<file path="src/rtl/eeprom_pkg.sv">
// Shared types and constants for the serial EEPROM responder.
// Latency: n/a (declarations only).
// Backpressure: n/a.
package eeprom_pkg;

    typedef enum logic [2:0] {
        ST_IDLE,
        ST_START,
        ST_CMD,
        ST_READ,
        ST_WDATA,
        ST_WAIT_CE,
        ST_BUSY
    } state_t;

    // What a ce fall in WAIT_CE will commit
    typedef enum logic [1:0] {
        CK_WORD,
        CK_ALL,
        CK_EWEN,
        CK_EWDS
    } commit_t;

    localparam logic [1:0] OP_READ  = 2'b10;
    localparam logic [1:0] OP_WRITE = 2'b01;
    localparam logic [1:0] OP_ERASE = 2'b11;
    localparam logic [1:0] OP_EXT   = 2'b00;

    localparam logic [1:0] EXT_EWEN = 2'b11;
    localparam logic [1:0] EXT_EWDS = 2'b00;
    localparam logic [1:0] EXT_ERAL = 2'b10;
    localparam logic [1:0] EXT_WRAL = 2'b01;

    localparam int          WORD_W = 16;
    localparam logic [15:0] ERASED = 16'hFFFF;

endpackage

</file>
<file path="src/rtl/eeprom_serial_responder_sync.sv">
// Two-flop synchronizer with rising/falling edge detect on the synchronized level.
// Latency: sync 2 clocks after din; rise/fall valid in the same cycle as the new sync level.
// Backpressure: none, free-running.
module sync_edge_detect (
    input  logic clock,
    input  logic reset,
    input  logic din,
    output logic sync,
    output logic rise,
    output logic fall
);

    logic meta;
    logic prev;

    always_ff @(posedge clock or negedge reset) begin
        if (!reset) begin
            meta <= 1'b0;
            sync <= 1'b0;
            prev <= 1'b0;
        end else begin
            meta <= din;
            sync <= meta;
            prev <= sync;
        end
    end

    assign rise = sync & ~prev;
    assign fall = ~sync & prev;

endmodule

</file>
<file path="src/rtl/eeprom_serial_responder.sv">
// Microwire-style serial EEPROM responder (READ/WRITE/ERASE/EWEN/EWDS/ERAL/WRAL); EEPROM_BUSY_EN adds a program-busy phase.
// Latency: eeprom_do updates 3 clocks after a raw eeprom_clock rise; commits 3 clocks after a raw ce fall.
// Backpressure: none; with EEPROM_BUSY_EN, eeprom_do low (while ce high) signals not-ready and commands are ignored.
module eeprom_serial_responder #(
    parameter int ADDR_W      = 6,
    parameter int BUSY_CYCLES = 64
) (
    input  logic clock,
    input  logic reset,
    input  logic eeprom_ce,
    input  logic eeprom_clock,
    input  logic eeprom_di,
    output logic eeprom_do,
    output logic busy,
    output logic write_enabled
);
    import eeprom_pkg::*;

    localparam int DEPTH    = 1 << ADDR_W;
    localparam int CMD_BITS = ADDR_W + 2;
    localparam int CNT_MAX  = (CMD_BITS > WORD_W) ? CMD_BITS : WORD_W;
    localparam int CNT_W    = $clog2(CNT_MAX + 1);
    localparam int BUSY_W   = $clog2(BUSY_CYCLES + 1);

    logic ce_s, ce_fall, ce_rise_unused;
    logic clk_rise, clk_fall_unused;
    logic di_s, di_rise_unused, di_fall_unused;

    sync_edge_detect u_ce  (.clock(clock), .reset(reset), .din(eeprom_ce),
                            .sync(ce_s), .rise(ce_rise_unused), .fall(ce_fall));
    sync_edge_detect u_clk (.clock(clock), .reset(reset), .din(eeprom_clock),
                            .sync(), .rise(clk_rise), .fall(clk_fall_unused));
    sync_edge_detect u_di  (.clock(clock), .reset(reset), .din(eeprom_di),
                            .sync(di_s), .rise(di_rise_unused), .fall(di_fall_unused));

    state_t              state;
    commit_t             kind;
    logic [15:0]         mem [DEPTH];
    logic [ADDR_W-1:0]   addr;
    logic [CMD_BITS-2:0] cmd_sr;
    logic [15:0]         data_sr;
    logic [CNT_W-1:0]    bit_cnt;
    logic [3:0]          bit_idx;
    logic [BUSY_W-1:0]   busy_cnt;

    logic [CMD_BITS-1:0] cmd_word;
    logic [1:0]          cmd_op;
    logic [1:0]          cmd_ext;
    logic [ADDR_W-1:0]   cmd_addr;

    assign cmd_word = {cmd_sr, di_s};
    assign cmd_op   = cmd_word[CMD_BITS-1 -: 2];
    assign cmd_ext  = cmd_word[ADDR_W-1 -: 2];
    assign cmd_addr = cmd_word[ADDR_W-1:0];

    always_ff @(posedge clock or negedge reset) begin
        if (!reset) begin
            state         <= ST_IDLE;
            kind          <= CK_WORD;
            eeprom_do     <= 1'b1;
            busy          <= 1'b0;
            write_enabled <= 1'b0;
            addr          <= '0;
            cmd_sr        <= '0;
            data_sr       <= '0;
            bit_cnt       <= '0;
            bit_idx       <= '0;
            busy_cnt      <= '0;
            for (int i = 0; i < DEPTH; i++) mem[i] <= ERASED;
        end else if (state == ST_BUSY) begin
            eeprom_do <= ~ce_s;
            if (busy_cnt == '0) begin
                state     <= ST_IDLE;
                busy      <= 1'b0;
                eeprom_do <= 1'b1;
            end else begin
                busy_cnt <= busy_cnt - 1'b1;
            end
        end else if (!ce_s) begin
            // ce low always ends the transaction; it also wins over a same-cycle serial edge
            state     <= ST_IDLE;
            eeprom_do <= 1'b1;
            if (state == ST_WAIT_CE && ce_fall) begin
                unique case (kind)
                    CK_EWEN: write_enabled <= 1'b1;
                    CK_EWDS: write_enabled <= 1'b0;
                    CK_WORD, CK_ALL: begin
                        if (write_enabled) begin
                            if (kind == CK_ALL) begin
                                for (int i = 0; i < DEPTH; i++) mem[i] <= data_sr;
                            end else begin
                                mem[addr] <= data_sr;
                            end
                            busy_cnt <= BUSY_W'(BUSY_CYCLES - 1);
`ifdef EEPROM_BUSY_EN
                            state <= ST_BUSY;
                            busy  <= 1'b1;
`endif
                        end
                    end
                endcase
            end
        end else begin
            unique case (state)
                ST_IDLE: state <= ST_START;
                ST_START: begin
                    if (clk_rise && di_s) begin
                        state   <= ST_CMD;
                        bit_cnt <= '0;
                    end
                end
                ST_CMD: begin
                    if (clk_rise) begin
                        cmd_sr  <= cmd_word[CMD_BITS-2:0];
                        bit_cnt <= bit_cnt + 1'b1;
                        if (bit_cnt == CNT_W'(CMD_BITS - 1)) begin
                            addr    <= cmd_addr;
                            bit_cnt <= '0;
                            unique case (cmd_op)
                                OP_READ: begin
                                    state     <= ST_READ;
                                    eeprom_do <= 1'b0;
                                    bit_idx   <= 4'd15;
                                end
                                OP_WRITE: begin
                                    state <= ST_WDATA;
                                    kind  <= CK_WORD;
                                end
                                OP_ERASE: begin
                                    state   <= ST_WAIT_CE;
                                    kind    <= CK_WORD;
                                    data_sr <= ERASED;
                                end
                                OP_EXT: begin
                                    unique case (cmd_ext)
                                        EXT_EWEN: begin
                                            state <= ST_WAIT_CE;
                                            kind  <= CK_EWEN;
                                        end
                                        EXT_EWDS: begin
                                            state <= ST_WAIT_CE;
                                            kind  <= CK_EWDS;
                                        end
                                        EXT_ERAL: begin
                                            state   <= ST_WAIT_CE;
                                            kind    <= CK_ALL;
                                            data_sr <= ERASED;
                                        end
                                        EXT_WRAL: begin
                                            state <= ST_WDATA;
                                            kind  <= CK_ALL;
                                        end
                                    endcase
                                end
                            endcase
                        end
                    end
                end
                ST_READ: begin
                    // bit_idx wraps 0 -> 15 as the address steps to the next word
                    if (clk_rise) begin
                        eeprom_do <= mem[addr][bit_idx];
                        bit_idx   <= bit_idx - 1'b1;
                        if (bit_idx == 4'd0) addr <= addr + 1'b1;
                    end
                end
                ST_WDATA: begin
                    if (clk_rise) begin
                        data_sr <= {data_sr[14:0], di_s};
                        bit_cnt <= bit_cnt + 1'b1;
                        if (bit_cnt == CNT_W'(WORD_W - 1)) state <= ST_WAIT_CE;
                    end
                end
                default: ;
            endcase
        end
    end

endmodule

</file>
<file path="config.mk">
export PLATFORM = sky130hd
export DESIGN_NAME = eeprom_serial_responder
export DESIGN_NICKNAME = d
export VERILOG_FILES = /design/src/rtl/eeprom_pkg.sv /design/src/rtl/eeprom_serial_responder_sync.sv /design/src/rtl/eeprom_serial_responder.sv
export SDC_FILE = /design/constraint.sdc
export NUM_CORES = 2
export LEC_CHECK = 0
export ABC_AREA = 1
export BUFFER_PORTS_ARGS = -buffer_cell sky130_fd_sc_hd__buf_2
export CAP_MARGIN = 15
export CORE_MARGIN = 3
export CORE_UTILIZATION = 40
export CTS_CLUSTER_SIZE = 25
export DETAILED_ROUTE_END_ITERATION = 10
export SYNTH_ARGS = -nofsm -noshare
export SYNTH_HDL_FRONTEND = slang
export SYNTH_SLANG_ARGS = --single-unit
</file>
<file path="constraint.sdc">
create_clock -name clock -period 2.8 [get_ports clock]
set_input_delay 0.42 -clock clock [delete_from_list [all_inputs] [get_ports clock]]
set_output_delay 0.42 -clock clock [all_outputs]
set_load 0.05 [all_outputs]
</file>
# Yosys cells after proc, flatten, opt, wreduce, memory -nomap -nowiden
# Cells that the tools add are included.
# word_totals
regBits	1084
inputBits	5
out_inout_bits	3
# op_classes
addsub	4
magnitude_cmp	3
eq_ne	38
muxes	58
bitwise_logic	6
reduce_logical	32
# ops
op	count
1024-bit bitwise mux	1
1024-bit two-way mux	1
16-bit two-way mux	7
16-bit binary-select mux with 6-bit select	1
16-bit demux with 6-bit select	1
16-bit one-hot mux with 2 select lines	2
7-bit two-way mux	6
4-bit inequality test (second input constant)	8
3-bit two-way mux	8
6-bit two-way mux	4
3-bit one-hot mux with 4 select lines	2
7-bit AND reduction	3
5-bit two-way mux	4
4-bit two-way mux	4
2-bit inequality test (second input constant)	8
5-bit one-hot mux with 3 select lines	1
5-bit AND reduction	3
2-bit nonzero test	7
2-bit == test (second input constant)	6
6-bit one-hot mux with 2 select lines	1
6-bit AND reduction	2
3-bit == test (second input constant)	3
1-bit two-way mux	8
4-bit one-hot mux with 2 select lines	1
other kinds (34)	49

# Logic depth before layout (Yosys ltp)
# logic_depth
depth_word	10
depth_mapped	21

# Cells and area by module
# From an unflattened synthesis, not the netlist that was laid out.
# unflattened
hier_cells	6380
hier_area_um2	52041.2
# by_module_without_submodules
module	n_inst	cells_per_inst	area_each_um2	seq_area_each_um2
eeprom_serial_responder	1	6359	51770.9	28208.3
sync_edge_detect	3	7	90.1	75.1

# Worst setup path before layout
# No wires, ideal clock.
# synth_timing
path_type	register -> register
startpoint	register addr[0]
endpoint	register eeprom_do
setup_time_ps	76
arrival_time_ps	1928
t_required_ps	2724
path_slack_ps	797
stages_incl_launch_ff	20
n_path_buf	2
path_cell_list	dfrtp_1 buf_4 buf_4 or2_2 nand3_1 nand2_1 o21ai_0 nand2_1 nor2_1 nand3_1 nand3_1 nand2_1 nand2_1 nand2_1 clkinv_1 nand2_1 nand2_1 nand2_1 nand2_1 nand2_1
# synth_between
elab_chain_len	10
# synth_rtl
element	line_no	source
start, declared	eeprom_serial_responder.sv:39	logic [ADDR_W-1:0] addr;
start signal, assigned	eeprom_serial_responder.sv:117	addr <= cmd_addr;
start signal, assigned	eeprom_serial_responder.sv:164	if (bit_idx == 4'd0) addr <= addr + 1'b1;
6-bit NOT with 7-bit output (implied by the code)	eeprom_serial_responder.sv:162	eeprom_do <= mem[addr][bit_idx];
16-bit binary-select mux with 6-bit select	eeprom_serial_responder.sv:162	
16-bit two-way mux (implied by the code) (2 in a row)	eeprom_serial_responder.sv:162	
1-bit binary-select mux with 4-bit select	eeprom_serial_responder.sv:162	
1-bit two-way mux (implied by the code)	eeprom_serial_responder.sv:162	
1-bit two-way mux	eeprom_serial_responder.sv:161	if (clk_rise) begin
1-bit one-hot mux with 2 select lines	eeprom_serial_responder.sv:104	unique case (state)
1-bit two-way mux	eeprom_serial_responder.sv:79	end else if (!ce_s) begin
1-bit two-way mux	eeprom_serial_responder.sv:70	end else if (state == ST_BUSY) begin
end signal, assigned	eeprom_serial_responder.sv:71	eeprom_do <= ~ce_s;
end signal, assigned	eeprom_serial_responder.sv:162	
end, declared	eeprom_serial_responder.sv:13	output logic eeprom_do,
# Every way passes these cells. The select of a mux whose other input is x is not followed.
# A chain may end at the register's enable or synchronous reset.

# Worst setup path after layout
# Same ends and word-level chain as after synthesis.

==> impl_metrics.toml <==
[layout]
final_area_um2 = 62400
fin_nets = 6703
synthToLayoutAreaGrowth_pct = 18.8
stdcell_count = 8532
layout-drive-gt1-share_pct = 29.2
final_common_cell = "nand2_1"
postLayoutCoreUtil_pct = 48.0
mostFrequentLayoutCells = "nand2_1 (2047), o21ai_0 (1201), dfstp_2 (1025), inv_1 (579), nor2_1 (346)"

[critical_path]
regToRegEndpoint = "eeprom_do$_DFFE_PN1P_"
r2r_slack_ns = -0.005
worstPathMaxFanout = 8
reg2regPathDepth = 22
worstPathRequired_ns = 3.46
reg2reg_from = "addr[0]$_DFFE_PN0P_"
critPathLaunch = "addr[0]$_DFFE_PN0P_"
critical_path_class = "reg2reg"
start_kind = "register"
end_kind = "register"
cp.arrival_ns = 3.47

[die]
dieHeight_um = 368
initial_utilization_pct = 40.4
die_area_um2 = 136000
die_x_um = 368
ios = 8
fp-row-count = 132
coreArea_um2 = 130000

[sta]
grt_setup_unrepaired = "yes"
finClkSkew_ns = 0.0296
timing.final.ws_setup_ns = -0.00523
setup_violations = 1
worst_pin_slew_ns = 0.808
layout_min_cycle_time_ns = 2.81
finalMaxSlewViolations = 0
hold_ws_ns = 0.332
fin_crit_sh_pct = 100
max_clock_freq_mhz = 356
maxSlewHeadroom_pct = 46.1
finalHoldViolations = 0
tns_ns = -0.00523

[global_routing]
grt_pass1_wl_um = 259000
gr-usage-all-layers_pct = 24.5
grt_pass1_vias = 42131
grt_antenna_before_repair = 3
grt_start_max_net_pins = 133
overflow = 0

[placed_design]
place_area_um2 = 56900
placed_cells_incl_taps = 8262
io_buffers = 6
dp_hpwl_um = 105000
place_congestion = 0.916

[clocking]
cts_sinks = 1084
cts-root-buf = "clkbuf_16"
clock_latency_ns = 0.75
cts_buffers = 114
clk_pin_slew_ns = 0.06
cts_buffer_depth = 3
cts_htree_levels = 3
cts_tree = "built"

[min_path]
hp-class = "reg2reg"
hold_end = "u_ce.sync$_DFF_PN0_"
min-delay-start = "u_ce.meta$_DFF_PN0_"
min_path_cells = 0

[detailed_routing]
vias = 44292
avgViaCountPerCell = 5.19
dr.pass1.iters = 6
postRouteAntennaNets = 0
route.detailed.drc = 0
routed_wirelength_um = 170000
wl_per_cell_um = 20.0
drt_iter0_drc = 4072

[status]
violations = "setup timing"
status = "finished with violations"

[yosys]
synth.cell_area_um2 = 52500
synth_nets = 6628
ys_seq_area_share_pct = 54.1
ys_ff_latch = 1084
syn_inst = 6615
ys_types = 37
syn_area_per_cell_um2 = 7.94
yosys_warnings = 0

[power]
power_density_nw_per_um2 = 833
ir_drop_mv = 0.559
leakagePower_uw = 0.0251

[run]
maxCapViolations = 0
per-stage QoR:
step | setup WS, ns | power [uW]
after CTS | -0.0602 | 50200
after global routing | -0.0813 | 54100
after detailed placement | -0.302 | 33700
after global placement | -0.360 | 33700
final | -0.00523 | 52000
after floorplan | 0.797 | 25300
synth_stat cells, drive strengths merged:
library cell,instances,share of area [%]
a31oi,3,0.036
conb,1,0.0071
dfrtp,59,2.8
xor2,2,0.033
clkbuf,364,2.6
a21oi,17,0.16
nand3b,2,0.029
inv,600,4.3
clkinv,3,0.021
a2111o,1,0.021
o211ai,129,1.8
o22ai,2,0.024
nor4,1,0.024
nand4,1,0.012
xnor2,1,0.017
a22oi,2,0.029
buf,148,1.7
ha,8,0.19
nand3,287,2.7
a2111oi,1,0.029
or2,133,1.6
nand2,2085,15
o41ai,1,0.017
nor2,397,2.9
dfstp,1025,51
o21ai,1326,13
a32o,1,0.019
nor3,15,0.15
layout make-up:
class                           instances  area, um2
Clock buffer                          153       3180
Fill cell                           12577      67600
Tap cell                             1742       2180
Clock inverter                         61        732
Antenna cell                            2       5.00
Inverter                              603       2290
Sequential cell                      1084      28400
Timing Repair inverter                  2       27.5
Multi-Input combinational cell       4416      20200
Timing Repair Buffer                  469       5360
flip-flops by register name, indices dropped and copies added (netlist names), 3 cells and up:
name      flops
data_sr      16
cmd_sr        7
mem        1024
addr          6
bit_cnt       5
state         3
busy_cnt      7
bit_idx       4
worst max path at each step:
stage | to | slack (ns) | depth (start not counted)
2_1_floorplan | eeprom_do$_DFFE_PN1P_ | 0.80 | 19
3_3_place_gp | eeprom_do$_DFFE_PN1P_ | -0.36 | 21
6_report | eeprom_do$_DFFE_PN1P_ | -0.005 | 22
3_5_place_dp | eeprom_do$_DFFE_PN1P_ | -0.30 | 21
4_1_cts | eeprom_do$_DFFE_PN1P_ | -0.06 | 19
5_1_grt | eeprom_do$_DFFE_PN1P_ | -0.08 | 21
routing by layer:
layer	global-route usage, %	routed length, um
met5	0	0
met4	9.30	7090
met3	3.83	10800
met2	38.4	76900
met1	34.1	75600
logic make-up (layout without fill, tap and decap cells):
group           after synthesis  after routing  share of synthesized area [%]
simple gates               2921           2921                           22.3
other cells                   1              3                        0.00714
flops                      1084           1084                           54.1
fa+ha+maj                     8              8                          0.191
compound gates             1483           1483                           14.8
xor+xnor                      3              3                         0.0500
buf+inv                    1115           1288                           8.56
power breakdown:
part | leakage, uW | internal (uW) | switching (uW) | total (uW)
sequential | 0.0113 | 16000 | 224 | 16200
clock | 0.00196 | 9350 | 6640 | 16000
combinational | 0.0118 | 6720 | 13100 | 19800
worst max-delay path, stage by stage (launching register included):
cell,delay (ns)
dfrtp_4,0.53
buf_12,0.17
buf_16,0.17
buf_8,0.14
buf_4,0.14
buf_6,0.12
nor2_1,0.10
nor2_1,0.05
o21ai_1,0.10
nand2_1,0.10
o21ai_1,0.16
buf_4,0.16
nand2_1,0.05
nor2_1,0.08
nand3_1,0.08
nand3_1,0.09
nand3_1,0.09
nand3_2,0.11
nand2_2,0.06
nand2_1,0.05
nand2_1,0.04
nand2_1,0.06
nand2_1,0.06
what timing repair did:
item | in CTS | in global routing
pin swaps | 2 | 84
gates cloned | 2 | 19
setup endpoints to repair | 15 | 30
resized for setup | 44 | 229
hold endpoints to repair | 19 | 0
hold buffers | 4 | 0
setup buffers | 10 | 22
(Power assumes the default switching activity.)
